<file path="src/rtl/muldiv_unit_pkg.sv">
// rtl/muldiv_unit_pkg.sv - shared encodings and helpers for the multiply/divide unit
//
// Purpose: operation and FSM state encodings plus the two's-complement
// magnitude helper used when latching signed operands.
// Ports: none (package).

package muldiv_unit_pkg;

  typedef enum logic [1:0] {
    OP_MULU = 2'b00,
    OP_MULS = 2'b01,
    OP_DIVU = 2'b10,
    OP_DIVS = 2'b11
  } op_e;

  typedef enum logic [1:0] {
    ST_IDLE = 2'b00,
    ST_CALC = 2'b01,
    ST_FIX  = 2'b10,
    ST_DONE = 2'b11
  } state_e;

  // Working width of the magnitude helper; callers zero-extend into it and
  // truncate the result back to their own operand width.
  localparam int MAG_W = 64;

  // Negates v when neg is set. For a zero-extended WIDTH-bit two's-complement
  // value, the low WIDTH bits of the result are its unsigned magnitude
  // (the most-negative value maps to 2^(WIDTH-1), which still fits).
  function automatic logic [MAG_W-1:0] twos_mag(input logic [MAG_W-1:0] v,
                                                input logic             neg);
    return neg ? -v : v;
  endfunction

  function automatic logic op_is_div(input op_e o);
    return (o == OP_DIVU) || (o == OP_DIVS);
  endfunction

  function automatic logic op_is_signed(input op_e o);
    return (o == OP_MULS) || (o == OP_DIVS);
  endfunction

endpackage

</file>
<file path="src/rtl/muldiv_datapath.sv">
// rtl/muldiv_datapath.sv - accumulator/shift registers and per-iteration step
//
// Purpose: holds the {hi, lo} working pair and the stored operand, and
// performs one shift-add (multiply) or one restoring-divide step per cycle.
// Ports:
//   clk        in   system clock
//   reset_n    in   asynchronous active-low reset
//   load_i     in   capture operands and clear the accumulator
//   step_i     in   perform one iteration
//   div_i      in   operation class captured on load (1 = divide)
//   a_mag_i    in   multiplicand / dividend magnitude
//   b_mag_i    in   multiplier / divisor magnitude
//   hi_o       out  product high half / remainder magnitude
//   lo_o       out  product low half / quotient magnitude

module muldiv_datapath #(
  parameter int WIDTH = 8
) (
  input  logic             clk,
  input  logic             reset_n,
  input  logic             load_i,
  input  logic             step_i,
  input  logic             div_i,
  input  logic [WIDTH-1:0] a_mag_i,
  input  logic [WIDTH-1:0] b_mag_i,
  output logic [WIDTH-1:0] hi_o,
  output logic [WIDTH-1:0] lo_o
);

  logic [WIDTH-1:0] hi_q;
  logic [WIDTH-1:0] lo_q;
  logic [WIDTH-1:0] opnd_q;
  logic             div_q;

  logic [WIDTH:0]   add_sum;
  logic [WIDTH:0]   sub_src;
  logic [WIDTH:0]   sub_diff;

  // Multiply: lo holds the multiplier, consumed LSB-first; the carry of the
  // add becomes the new top bit as the pair shifts right.
  // Divide: lo holds the dividend, shifted MSB-first into the partial
  // remainder in hi; quotient bits fill lo from the bottom. The partial
  // remainder stays below the divisor, so the WIDTH+1-bit difference sign
  // is a valid borrow indicator.
  always_comb begin
    add_sum  = {1'b0, hi_q} + (lo_q[0] ? {1'b0, opnd_q} : '0);
    sub_src  = {hi_q, lo_q[WIDTH-1]};
    sub_diff = sub_src - {1'b0, opnd_q};
  end

  always_ff @(posedge clk or negedge reset_n) begin
    if (!reset_n) begin
      hi_q   <= '0;
      lo_q   <= '0;
      opnd_q <= '0;
      div_q  <= 1'b0;
    end else if (load_i) begin
      hi_q   <= '0;
      lo_q   <= div_i ? a_mag_i : b_mag_i;
      opnd_q <= div_i ? b_mag_i : a_mag_i;
      div_q  <= div_i;
    end else if (step_i) begin
      if (div_q) begin
        if (!sub_diff[WIDTH]) begin
          hi_q <= sub_diff[WIDTH-1:0];
          lo_q <= {lo_q[WIDTH-2:0], 1'b1};
        end else begin
          hi_q <= sub_src[WIDTH-1:0];
          lo_q <= {lo_q[WIDTH-2:0], 1'b0};
        end
      end else begin
        {hi_q, lo_q} <= {add_sum, lo_q[WIDTH-1:1]};
      end
    end
  end

  assign hi_o = hi_q;
  assign lo_o = lo_q;

endmodule

</file>
<file path="src/rtl/muldiv_unit.sv">
// rtl/muldiv_unit.sv - iterative signed/unsigned multiply/divide unit
//
// Purpose: accepts a one-cycle start with operands, iterates WIDTH cycles,
// applies sign correction and flags, and presents registered results with a
// one-cycle done pulse. Divide by zero completes in one cycle.
// Ports:
//   clk        in   system clock, rising edge
//   reset_n    in   asynchronous active-low reset
//   start      in   request pulse, accepted in IDLE or DONE
//   op         in   00 MULU, 01 MULS, 10 DIVU, 11 DIVS
//   a          in   multiplicand / dividend
//   b          in   multiplier / divisor
//   busy       out  high while iterating or fixing up
//   done       out  one-cycle completion pulse
//   result_lo  out  product low half / quotient
//   result_hi  out  product high half / remainder
//   zout       out  mul: full product zero; div: quotient zero
//   cout       out  mul: high half is not the extension of low half
//   dz         out  divide by zero

module muldiv_unit
  import muldiv_unit_pkg::*;
#(
  parameter int WIDTH = 8,
  parameter int CNT_W = $clog2(WIDTH + 1)
) (
  input  logic             clk,
  input  logic             reset_n,
  input  logic             start,
  input  logic [1:0]       op,
  input  logic [WIDTH-1:0] a,
  input  logic [WIDTH-1:0] b,
  output logic             busy,
  output logic             done,
  output logic [WIDTH-1:0] result_lo,
  output logic [WIDTH-1:0] result_hi,
  output logic             zout,
  output logic             cout,
  output logic             dz
);

  localparam logic [CNT_W-1:0] LAST_ITER = CNT_W'(WIDTH - 1);

  state_e           state_q;
  logic [CNT_W-1:0] cnt_q;
  op_e              op_q;
  logic             neg_quo_q;   // quotient / product must be negated
  logic             neg_rem_q;   // remainder must be negated
  logic             busy_q;
  logic             done_q;
  logic [WIDTH-1:0] res_lo_q;
  logic [WIDTH-1:0] res_hi_q;
  logic             zout_q;
  logic             cout_q;
  logic             dz_q;

  op_e              in_op;
  logic             in_div;
  logic             in_signed;
  logic             can_accept;
  logic             div_by_zero;
  logic             dp_load;
  logic [WIDTH-1:0] a_mag;
  logic [WIDTH-1:0] b_mag;
  logic [WIDTH-1:0] dp_hi;
  logic [WIDTH-1:0] dp_lo;

  logic [2*WIDTH-1:0] fix_prod;
  logic [WIDTH-1:0]   fix_lo_d;
  logic [WIDTH-1:0]   fix_hi_d;
  logic               fix_z_d;
  logic               fix_c_d;

  assign in_op       = op_e'(op);
  assign in_div      = op_is_div(in_op);
  assign in_signed   = op_is_signed(in_op);
  assign can_accept  = (state_q == ST_IDLE) || (state_q == ST_DONE);
  assign div_by_zero = in_div && (b == '0);
  assign dp_load     = start && can_accept && !div_by_zero;

  assign a_mag = WIDTH'(twos_mag(MAG_W'(a), in_signed & a[WIDTH-1]));
  assign b_mag = WIDTH'(twos_mag(MAG_W'(b), in_signed & b[WIDTH-1]));

  muldiv_datapath #(
    .WIDTH (WIDTH)
  ) u_datapath (
    .clk     (clk),
    .reset_n (reset_n),
    .load_i  (dp_load),
    .step_i  (state_q == ST_CALC),
    .div_i   (in_div),
    .a_mag_i (a_mag),
    .b_mag_i (b_mag),
    .hi_o    (dp_hi),
    .lo_o    (dp_lo)
  );

  // Sign correction and flags, evaluated from the finished magnitudes and
  // loaded into the output registers on the FIX -> DONE edge.
  always_comb begin
    fix_prod = {dp_hi, dp_lo};
    fix_lo_d = dp_lo;
    fix_hi_d = dp_hi;
    fix_z_d  = 1'b0;
    fix_c_d  = 1'b0;
    if (op_is_div(op_q)) begin
      // Quotient truncates toward zero; remainder follows the dividend.
      // The most-negative / -1 case wraps naturally under negation.
      fix_lo_d = neg_quo_q ? -dp_lo : dp_lo;
      fix_hi_d = neg_rem_q ? -dp_hi : dp_hi;
      fix_z_d  = (fix_lo_d == '0);
    end else begin
      if (neg_quo_q) begin
        fix_prod = -fix_prod;
      end
      fix_lo_d = fix_prod[WIDTH-1:0];
      fix_hi_d = fix_prod[2*WIDTH-1:WIDTH];
      fix_z_d  = (fix_prod == '0);
      // Overflow: the product does not fit back into WIDTH bits.
      if (op_is_signed(op_q)) begin
        fix_c_d = (fix_hi_d != {WIDTH{fix_lo_d[WIDTH-1]}});
      end else begin
        fix_c_d = (fix_hi_d != '0);
      end
    end
  end

  always_ff @(posedge clk or negedge reset_n) begin
    if (!reset_n) begin
      state_q   <= ST_IDLE;
      cnt_q     <= '0;
      op_q      <= OP_MULU;
      neg_quo_q <= 1'b0;
      neg_rem_q <= 1'b0;
      busy_q    <= 1'b0;
      done_q    <= 1'b0;
      res_lo_q  <= '0;
      res_hi_q  <= '0;
      zout_q    <= 1'b0;
      cout_q    <= 1'b0;
      dz_q      <= 1'b0;
    end else begin
      case (state_q)
        ST_IDLE, ST_DONE: begin
          done_q <= 1'b0;
          if (start) begin
            op_q      <= in_op;
            neg_quo_q <= in_signed & (a[WIDTH-1] ^ b[WIDTH-1]);
            neg_rem_q <= in_signed & a[WIDTH-1];
            cnt_q     <= '0;
            dz_q      <= 1'b0;
            if (div_by_zero) begin
              // No iteration: results are defined directly from the inputs.
              state_q  <= ST_DONE;
              done_q   <= 1'b1;
              res_lo_q <= '1;
              res_hi_q <= a;
              zout_q   <= 1'b0;
              cout_q   <= 1'b0;
              dz_q     <= 1'b1;
            end else begin
              state_q <= ST_CALC;
              busy_q  <= 1'b1;
            end
          end else begin
            state_q <= ST_IDLE;
          end
        end
        ST_CALC: begin
          cnt_q <= cnt_q + CNT_W'(1);
          if (cnt_q == LAST_ITER) begin
            state_q <= ST_FIX;
          end
        end
        ST_FIX: begin
          state_q  <= ST_DONE;
          busy_q   <= 1'b0;
          done_q   <= 1'b1;
          res_lo_q <= fix_lo_d;
          res_hi_q <= fix_hi_d;
          zout_q   <= fix_z_d;
          cout_q   <= fix_c_d;
          dz_q     <= 1'b0;
        end
        default: begin
          state_q <= ST_IDLE;
        end
      endcase
    end
  end

  assign busy      = busy_q;
  assign done      = done_q;
  assign result_lo = res_lo_q;
  assign result_hi = res_hi_q;
  assign zout      = zout_q;
  assign cout      = cout_q;
  assign dz        = dz_q;

endmodule
</file>
<file path="config.mk">
export PLATFORM = sky130hd
export DESIGN_NAME = muldiv_unit
export DESIGN_NICKNAME = d
export VERILOG_FILES = /design/src/rtl/muldiv_unit_pkg.sv /design/src/rtl/muldiv_datapath.sv /design/src/rtl/muldiv_unit.sv
export SDC_FILE = /design/constraint.sdc
export NUM_CORES = 1
export LEC_CHECK = 0
export CORE_ASPECT_RATIO = 0.75
export CORE_UTILIZATION = 35
export DETAILED_ROUTE_END_ITERATION = 12
export PLACE_DENSITY = 0.62
export SLEW_MARGIN = 15
export SYNTH_ARGS = -nofsm -noshare
export SYNTH_HDL_FRONTEND = slang
export SYNTH_SLANG_ARGS = --single-unit
</file>
<file path="constraint.sdc">
create_clock -name clk -period 3.4 [get_ports clk]
set_clock_uncertainty 0.15 [all_clocks]
set_input_delay 0.68 -clock clk [delete_from_list [all_inputs] [get_ports clk]]
set_output_delay 0.68 -clock clk [all_outputs]
set_load 0.02 [all_outputs]
</file>
==> results.yml, run 1 <==
sta:
  final-setup-viol-count: 0
  maxSlewHeadroom_pct: 51.89
  finalCriticalPeriod_ns: 3.202
  tightest_slew_ns: 0.7217
  max_freq_ghz: 0.3124
  setup_tns_ns: 0
  finalCritPeriodShare_pct: 94.16
  final.setup.worst_slack_ns: 0.1985
  final_hold_viol_count: 0
  rsz0062_at_grt: "no"
  slew_viol_final: 0
yosys:
  yosys-mux-area-fraction_pct: 6.386
  yosysSeqAreaShare_pct: 29.80
  synth.top_cells.by_area: "dfrtp_1, ha_1, nand2_1"
  synth_edf_count: 0
  postSynthAreaPerCell_um2: 7.983
  synth_compound_area_share_pct: 22.83
  synth_warnings: 0
  netlist.area_leader.share_pct: 29.80
  yosysMostFrequentCell: "nand2_1"
  syn_inst: 589
  ys_types: 64
  synth_flop_cell: "dfrtp_1"
  netlist_area_mm2: 0.004702
  synth_top_family_by_area: "compound AO/OA/AOI/OAI gates"
  synthAdderAreaFrac_pct: 7.504
  synth_seq_cells: 56
  yosys.area.top_type: "dfrtp_1"
  synth_common_cells: "nand2_1, nor2_1, dfrtp_1"
  synthSimpleGateAreaFrac_pct: 20.60
  synth.net_count: 637
  synth_xor_xnor_area_share_pct: 6.732
  synthArstFlopShare_pct: 100.0
finish:
  area_growth_syn_to_layout_pct: 15.43
  antenna_cells: 0
  drive_above_1_share_pct: 8.469
  fin_nets: 661
  nFillCells: 1301
die:
  die_w_um: 135.8
  ioPinCount: 42
  core.rowCount: 36
  core_mm2: 0.01306
  fp.dieH_um: 102.4
  dieArea_mm2: 0.01391
  start_util_pct: 36.00
clock_network:
  htreeDepth: 2
  ctsHoldBuffers: 0
  cts_tree: "built"
  clockBufferDepth: 2
  cts.sink_count: 56
  cts_root_buffer: "clkbuf_16"
  cts_setup_buffers: 0
  numCtsBuffers: 5
  post_cts_resized: 0
  clock_latency_ns: 0.29
  path_clk_slew_ns: 0.08
place:
  dp_hpwl_um: 10340
  io_buffers: 41
  gp_congestion: 0.9913
  place_ws_ns: 0.2496
global_routing:
  grt_pass1_wl_um: 21480
  grt_pass1_vias: 4039
  grt_max_degree: 35
  antenna_found_initial: 0
  grt_overflow: 0
  grt_usage_pct: 19.76
drt:
  drc: 0
  num_vias: 4375
  wirelength_um: 13360
  routed_via_density: 5.573
  wl_per_cell_um: 17.02
  drtIter0Drc: 360
  drt.antenna.violating_nets: 0
  drtPass1Iterations: 6
critical_path:
  r2r_setup_slack_ns: 0.20
  cp.required_ns: 3.40
  cp.arrival_ns: 3.20
  crit_fanout: 9
  r2r_cells: 8
  start_kind: "flip-flop"
  timing.rr.start: "u_datapath.lo_o[0]"
  reg2reg_to: "cout"
  cp-end-kind: "flip-flop"
  setup.worst_path.class: "flip-flop to flip-flop"
pwr:
  pwr-share-seq_pct: 25.6
  powerDensity_mw_per_mm2: 1029
  p_int_mw: 2.820
  sw_frac_of_total_pct: 49.52
  p_leak_nw: 2.243
  vdd_ir_drop_max_mv: 0.6184
  switchingPower_mw: 2.766
  pwr-share-comb_pct: 64.4
  p_clk_share_pct: 10.0
flow_run:
  drv_cap: 0
min_path:
  hold_class: "input port to asynchronous set/reset pin"
outcome:
  status: "completed"
## logic make-up (layout without fill, tap and decap cells)
group           after synthesis  after routing
compound gates              168            168
flops                        56             56
mux                          29             29
buf+inv                      72             97
xor+xnor                     34             34
simple gates                203            203
fa+ha+maj                    27             27
## layout make-up
class | count | area [µm²] | area share, %
repair buffers | 56 | 518.0 | 9.544
clock buffers | 6 | 138.9 | 2.559
inverters | 33 | 123.9 | 2.282
multi-input cells | 461 | 3012 | 55.49
well taps | 171 | 214.0 | 3.942
clock inverters | 2 | 18.77 | 0.3458
flip-flops and latches | 56 | 1403 | 25.84
## worst max-delay path by stage
stage / endpoint / start / slack, ns
5_1_grt: u_datapath.hi_o[0] / u_datapath.lo_o[7] / 0.09
3_5_place_dp: result_lo[3] / b[0] / 0.25
6_report: cout / u_datapath.lo_o[0] / 0.20
3_3_place_gp: u_datapath.hi_o[0] / u_datapath.lo_o[7] / 0.29
4_1_cts: u_datapath.hi_o[0] / u_datapath.lo_o[7] / 0.26
2_1_floorplan: u_datapath.hi_o[1] / u_datapath.lo_o[7] / 0.51
## worst max-delay path, stage by stage, from the launching register on
cell      delay (ns)
dfrtp_1         0.48
clkinv_1        0.24
ha_1            0.31
nor4b_2         0.55
nand3_1         0.27
o21ai_0         0.22
a22oi_1         0.10
nor4_1          0.58
o41ai_1         0.15
## cells in the final DEF (no fill, tap or decap), types with 4 or more instances in the layout
cell	n
inv_1	31
dfrtp_1	55
nand2b_1	8
a211oi_1	4
nor3b_1	4
mux2_2	8
o21a_1	6
xor2_1	13
nand4_1	10
ha_1	25
xnor2_1	20
o21ai_0	50
nor3_1	14
or2_2	4
mux2i_1	21
nor2_1	59
buf_4	15
o31ai_1	6
a31oi_1	11
a21oi_1	41
nor2b_1	8
clkbuf_16	5
o211ai_1	11
clkdlybuf4s50_1	40
nand2_1	69
nand3_1	8
## power by group through the flow
stage	clock network, mW	logic, mW	registers [mW]
after CTS	0.564	3.58	1.42
after detailed placement	0	3.56	1.43
final	0.556	3.60	1.43
after floorplan	0	2.65	1.27
after global placement	0	3.49	1.43
after global routing	0.589	3.96	1.48
## registers in the layout (all words and copies together) (netlist names)
signal             cells
u_datapath.hi_o        8
busy                   1
result_hi              8
op_q                   2
cnt_q                  4
zout                   1
u_datapath.lo_o        8
dz                     1
done                   1
result_lo              8
u_datapath.div_q       1
neg_rem_q              1
cout                   1
u_datapath.opnd_q      8
state_q                2
neg_quo_q              1
## per-layer routing
metal,track usage [%],vias to the layer above,routed length [µm],share of wire [%]
met3,2.629,6,1125,8.4
met4,2.593,0,97,0.73
met2,28.73,184,5476,41
li1,-,2136,-,-
met1,31.18,2049,6662,50
met5,0,-,0,0
## per-stage QoR
step | area [µm²] | utilization (%) | instances | power [mW] | hold WS, ns
CTS | 5426 | 41.54 | 785 | 5.566 | 0.2395
global route | 5428 | 41.55 | 785 | 6.029 | 0.2527
finish | 5428 | 41.55 | 785 | 5.586 | 0.2303
detailed placement | 5269 | 40.34 | 777 | 4.987 | 0.3314
global placement | 5269 | 40.34 | 777 | 4.916 | 0.3204
floorplan | 4702 | - | 589 | 3.918 | 0.2344
Note: power is estimated with default switching activity, not from simulation.
==> inputs of run 2 (changes only) <==
Settings changed: HOLD_SLACK_MARGIN set to 0.12.
==> results of run 2 <==
No change in the layout: final DEF, timing and power equal those of run 1.
==> inputs of run 3 (changes only) <==
Settings changed: REMOVE_ABC_BUFFERS set to 1.
==> results.yml, run 3 (same netlist as run 1, synthesis figures left out) <==
outcome:
  status: "completed"
sta:
  finalCritPeriodShare_pct: 88.08
  setup_tns_ns: 0
  rsz0062_at_grt: "no"
  whs_ns: 0.2746
  slew_viol_final: 0
  maxSlewHeadroom_pct: 47.30
  finalCriticalPeriod_ns: 2.995
  final_hold_viol_count: 0
  tightest_slew_ns: 0.7906
  max_freq_ghz: 0.3339
  final-setup-viol-count: 0
finish:
  antenna_cells: 0
  drive_above_1_share_pct: 8.320
  nFillCells: 1327
  multiInputGateArea_mm2: 0.003012
  final_common_cell: "nand2_1"
  ff_latch_area_mm2: 0.001403
  area_growth_syn_to_layout_pct: 15.03
  fin_nets: 660
  most-common-layout-cells: "nand2_1, nor2_1, dfrtp_1"
critical_path:
  setup.worst_path.class: "input port to flip-flop"
  start_kind: "input port"
  cp-startpoint: "b[0]"
  cp.required_ns: 3.47
  timing.rr.start: "u_datapath.lo_o[7]"
  cp-end-kind: "flip-flop"
  cp.arrival_ns: 3.07
  crit_fanout: 20
die:
  dieArea_mm2: 0.01391
  core.rowCount: 36
  die_w_um: 135.8
  ioPinCount: 42
  fp.dieH_um: 102.4
  core_mm2: 0.01306
  start_util_pct: 36.00
drt:
  wirelength_um: 13510
  drc: 0
  wl_per_cell_um: 17.23
  drt.antenna.violating_nets: 0
  drtPass1Iterations: 5
  drtIter0Drc: 340
  num_vias: 4417
  routed_via_density: 5.634
pwr:
  vdd_ir_drop_max_mv: 0.4292
  powerDensity_mw_per_mm2: 1020
  p_leak_nw: 2.235
clock_network:
  clockBufferDepth: 2
  ctsHoldBuffers: 0
  path_clk_slew_ns: 0.08
  numCtsBuffers: 5
  clock_latency_ns: 0.30
  cts.sink_count: 56
  cts_setup_buffers: 0
  htreeDepth: 2
  cts_tree: "built"
  post_cts_resized: 0
  cts_root_buffer: "clkbuf_16"
flow_run:
  drv_cap: 0
global_routing:
  grt_max_degree: 35
  grt_pass1_vias: 4115
  grt_overflow: 0
  grt_pass1_wl_um: 21380
  grt_usage_pct: 20.05
  antenna_found_initial: 0
place:
  dp_hpwl_um: 10470
  gp_congestion: 0.9242
  io_buffers: 41
min_path:
  hold_class: "input port to asynchronous set/reset pin"
-- run 3: cell count changes in the layout (fill, tap and decap cells not counted) --
cell,before,now
inv_6,0,1
buf_4,15,14
clkinv_2,0,1
clkbuf_8,1,0
inv_8,1,0
-- run 3: final timing paths --
kind / end / slack [ns] / depth (start not counted)
max: result_hi[6] / 0.41 / 9
min: neg_quo_q / 0.27 / 1
max reg2reg: u_datapath.hi_o[1] / 0.42 / 10
min reg2reg: result_hi[0] / 0.34 / 1
max in group asynchronous: u_datapath.div_q / 2.01 / 2
min in group clk: result_hi[0] / 0.34 / 1
-- run 3: where the power goes --
group | internal, mW | switching (mW) | total (mW)
registers | 0.969 | 0.449 | 1.42
clock network | 0.275 | 0.254 | 0.529
logic | 1.53 | 2.04 | 3.57
total | 2.77 | 2.75 | 5.52
-- run 3: area by class of cell --
type	instances	area share (%)
Multi-Input combinational cell	461	55.68
Sequential cell	56	25.93
Timing Repair Buffer	55	9.438
Tap cell	171	3.956
Clock buffer	5	2.313
Inverter	33	2.290
Clock inverter	3	0.3932
-- run 3: critical path, stage by stage --
cell             delay [ns]
clkdlybuf4s50_1        0.47
inv_1                  0.09
ha_1                   0.16
nor3b_1                0.42
nand4_1                0.44
o21ai_1                0.32
buf_4                  0.28
nor2_1                 0.07
a21oi_1                0.14
-- run 3: per-layer routing --
layer / GRT usage, % / up-vias / wire length, µm
met5: 0 / - / 0
li1: - / 2121 / -
met1: 29.73 / 2115 / 6673
met4: 5.445 / 0 / 165
met2: 29.98 / 169 / 5720
met3: 2.976 / 12 / 950
-- run 3: metrics by stage --
stage | instance area [µm²] | cells | setup slack [ns] | util, % | power (mW)
6_report | 5409 | 784 | 0.4054 | 41.41 | 5.516
5_1_grt | 5409 | 784 | 0.1572 | 41.41 | 5.952
4_1_cts | 5408 | 784 | 0.4057 | 41.40 | 5.486
3_5_place_dp | 5261 | 776 | 0.1338 | 40.28 | 4.936
3_3_place_gp | 5261 | 776 | 0.2433 | 40.28 | 4.872
2_1_floorplan | 4537 | 550 | 0.03636 | - | 3.792
==> RTL change (settings of run 3) <==
The 4 states of `state_e` get a one-hot encoding in 4 bits.
--- a/src/rtl/muldiv_unit_pkg.sv
+++ b/src/rtl/muldiv_unit_pkg.sv
@@ -14,9 +14,9 @@
   } op_e;
 
-  typedef enum logic [1:0] {
-    ST_IDLE = 2'b00,
-    ST_CALC = 2'b01,
-    ST_FIX  = 2'b10,
-    ST_DONE = 2'b11
+  typedef enum logic [3:0] {
+    ST_IDLE = 4'b0001,
+    ST_CALC = 4'b0010,
+    ST_FIX  = 4'b0100,
+    ST_DONE = 4'b1000
   } state_e;
 
Function: same outputs for any inputs over 10 cycles, from zero or initial values and one cycle with reset_n low; not proved beyond that.
==> RTL change against run 3 <==
  * Design area increased by 2.9%
  * Synthesized area decreased by 2.4%
  * Setup slack got worse by 0.21 ns
  * Routed wire length increased by 10%
  * Die area decreased by 2.4%
  * Sequential cell count increased by 2
  * Total power decreased by 12%
  * Highest routed layer unchanged
==> RTL change: results (changes against run 3) <==
vias in the first global route -> 4295 (was 4115)
worst-path fanout max -> 6 (was 20)
Clock Buffer Count -> 11 (was 5)
sequential cell area share -> 26.1% (was 25.9%)
CP startpoint -> u_datapath.lo_o[1] (was b[0])
Final clock-cell share -> 5.26% (was 2.71%)
drt initial violations -> 436 (was 340)
Final nets -> 654 (was 660)
Final Wtd Congestion -> 0.984 (was 0.924)
dpl ws -> 0.213 ns (was 0.134 ns)
1st-pass router iterations -> 6 (was 5)
worst hold-check path type -> input pin to async pin (unchanged)
share of layout cells above drive strength 1 -> 9.64% (was 8.32%)
met1 WL -> 7.37 mm (was 6.67 mm)
synth top area cells -> dfrtp_1 31%, ha_1 6.0%, o21ai_0 5.5%, nand2_1 4.3%, nor2_1 4.3% (was dfrtp_1 30%, ha_1 6.7%, nand2_1 5.5%, o21ai_0 5.4%, nor2_1 4.7%)
gr usage total -> 22.6% (was 20.0%)
comb_multi_in -> 442 (was 461)
top post-synthesis cells by count -> 57 x dfrtp_1, 52 x nand2_1, 52 x nor2_1, 50 x o21ai_0, 38 x a21oi_1 (was 69 x nand2_1, 59 x nor2_1, 56 x dfrtp_1, 51 x o21ai_0, 41 x a21oi_1)
Worst-Margin Slew -> 0.841 ns (was 0.791 ns)
Non-clock buffers -> 67 (was 55)
critical path arrival -> 3.28 ns (was 3.07 ns)
Pleak -> 2.33 nW (was 2.23 nW)
length of routed met3 wiring -> 1.18 mm (was 950 microns)
post-synthesis sequential area ratio -> 31.7% (was 29.8%)
clock buffers created by TritonCTS -> 9 (was 5)
routed wire length -> 14.9 mm (was 13.5 mm)
FILL cells -> 1272 (was 1327)
clk slew on worst S/H paths -> 0.05 ns (was 0.08 ns)
Clock H-tree levels -> 3 (was 2)
Non-clock buffering overhead -> 10.8% (was 9.44%)
invs w/o clock -> 31 (was 33)
Worst path slowest cell -> or3b_2 (was clkdlybuf4s50_1)
clk_lat worst skew -> 0.34 ns (was 0.30 ns)
DR WL/cell -> 19.1 microns (was 17.2 microns)
Post-DP HPWL -> 11.2 mm (was 10.5 mm)
multi-input combinational area share -> 52.0% (was 55.7%)
mean area per synthesized cell -> 8.18 sq um (was 7.98 sq um)
synth unique cells -> 67 (was 64)
Max clock buf depth -> 2 (unchanged)
Synth Register Bits -> 58 (was 56)
VDD IR-drop max -> 0.363 mV (was 0.429 mV)
run status -> finished clean (unchanged)
routed length on met2 -> 6.16 mm (was 5.72 mm)
first-pass GRT wire length -> 23.6 mm (was 21.4 mm)
area of the multi-input gates -> 2900 sq um (was 3010 sq um)
pin count of the biggest net entering global routing -> 44 (was 35)
CP peak stage delay -> 0.54 ns (was 0.47 ns)
cell total after placement -> 764 (was 776)
post-place instance area -> 5270 sq um (was 5260 sq um)
routed vias -> 4609 (was 4417)
number of diodes -> 0 (unchanged)
==> RTL change: cell count changes after synthesis, moves of 5 or more <==
cell / delta
nand2_1: -17
a211oi_1: +9
mux2i_1: -8
buf_2: -7
nor2_1: -7
nor4_1: +7
a31oi_1: -6
o31ai_1: -5
==> RTL change: worst paths after layout <==
path                              end  cells after the start  slack [ns]
max                              cout                      8        0.19
min                              cout                      1        0.12
max reg2reg                      cout                      8        0.19
min reg2reg                state_q[2]                      1        0.34
max in group asynchronous  state_q[0]                      2        2.07
min in group clk           state_q[2]                      1        0.34
==> RTL change: stage by stage <==
step / util [%] / total power, mW
after floorplan: - / 2.90
after detailed placement: 42.1 / 3.85
final: 44.4 / 4.85
after global placement: 42.1 / 3.82
after CTS: 44.4 / 4.79
after global routing: 44.4 / 5.16
==> RTL change: per-layer routing <==
metal	global-route usage (%)	up-vias
met5	0	-
met4	4.75	0
met3	6.56	19
met2	31.8	172
met1	34.0	2261
li1	-	2157
==> RTL change: worst max-delay path, delay by kind of cell (launching register included) <==
family	cells	cell delay [ns]
AO/OA/AOI/OAI	3	0.84
adder cells (fa/ha/maj)	1	0.32
buffers and inverters	1	0.17
flip-flops	1	0.44
AND/OR/NAND/NOR	3	1.17
==> RTL change: cell families (layout without fill, tap and decap cells) <==
group           after synthesis  in the layout  share of synthesized area (%)
xor+xnor                     35             35                           6.68
fa+ha+maj                    24             24                           6.87
compound gates              176            176                           25.2
mux                          19             19                           4.31
simple gates                188            188                           19.9
flops                        58             58                           31.7
buf+inv                      61            112                           5.37
==> RTL change: where the power goes <==
part	internal [mW]	total, mW	switching [mW]
clock network	0.595	0.912	0.317
registers	0.880	1.12	0.243
logic	1.13	2.82	1.69
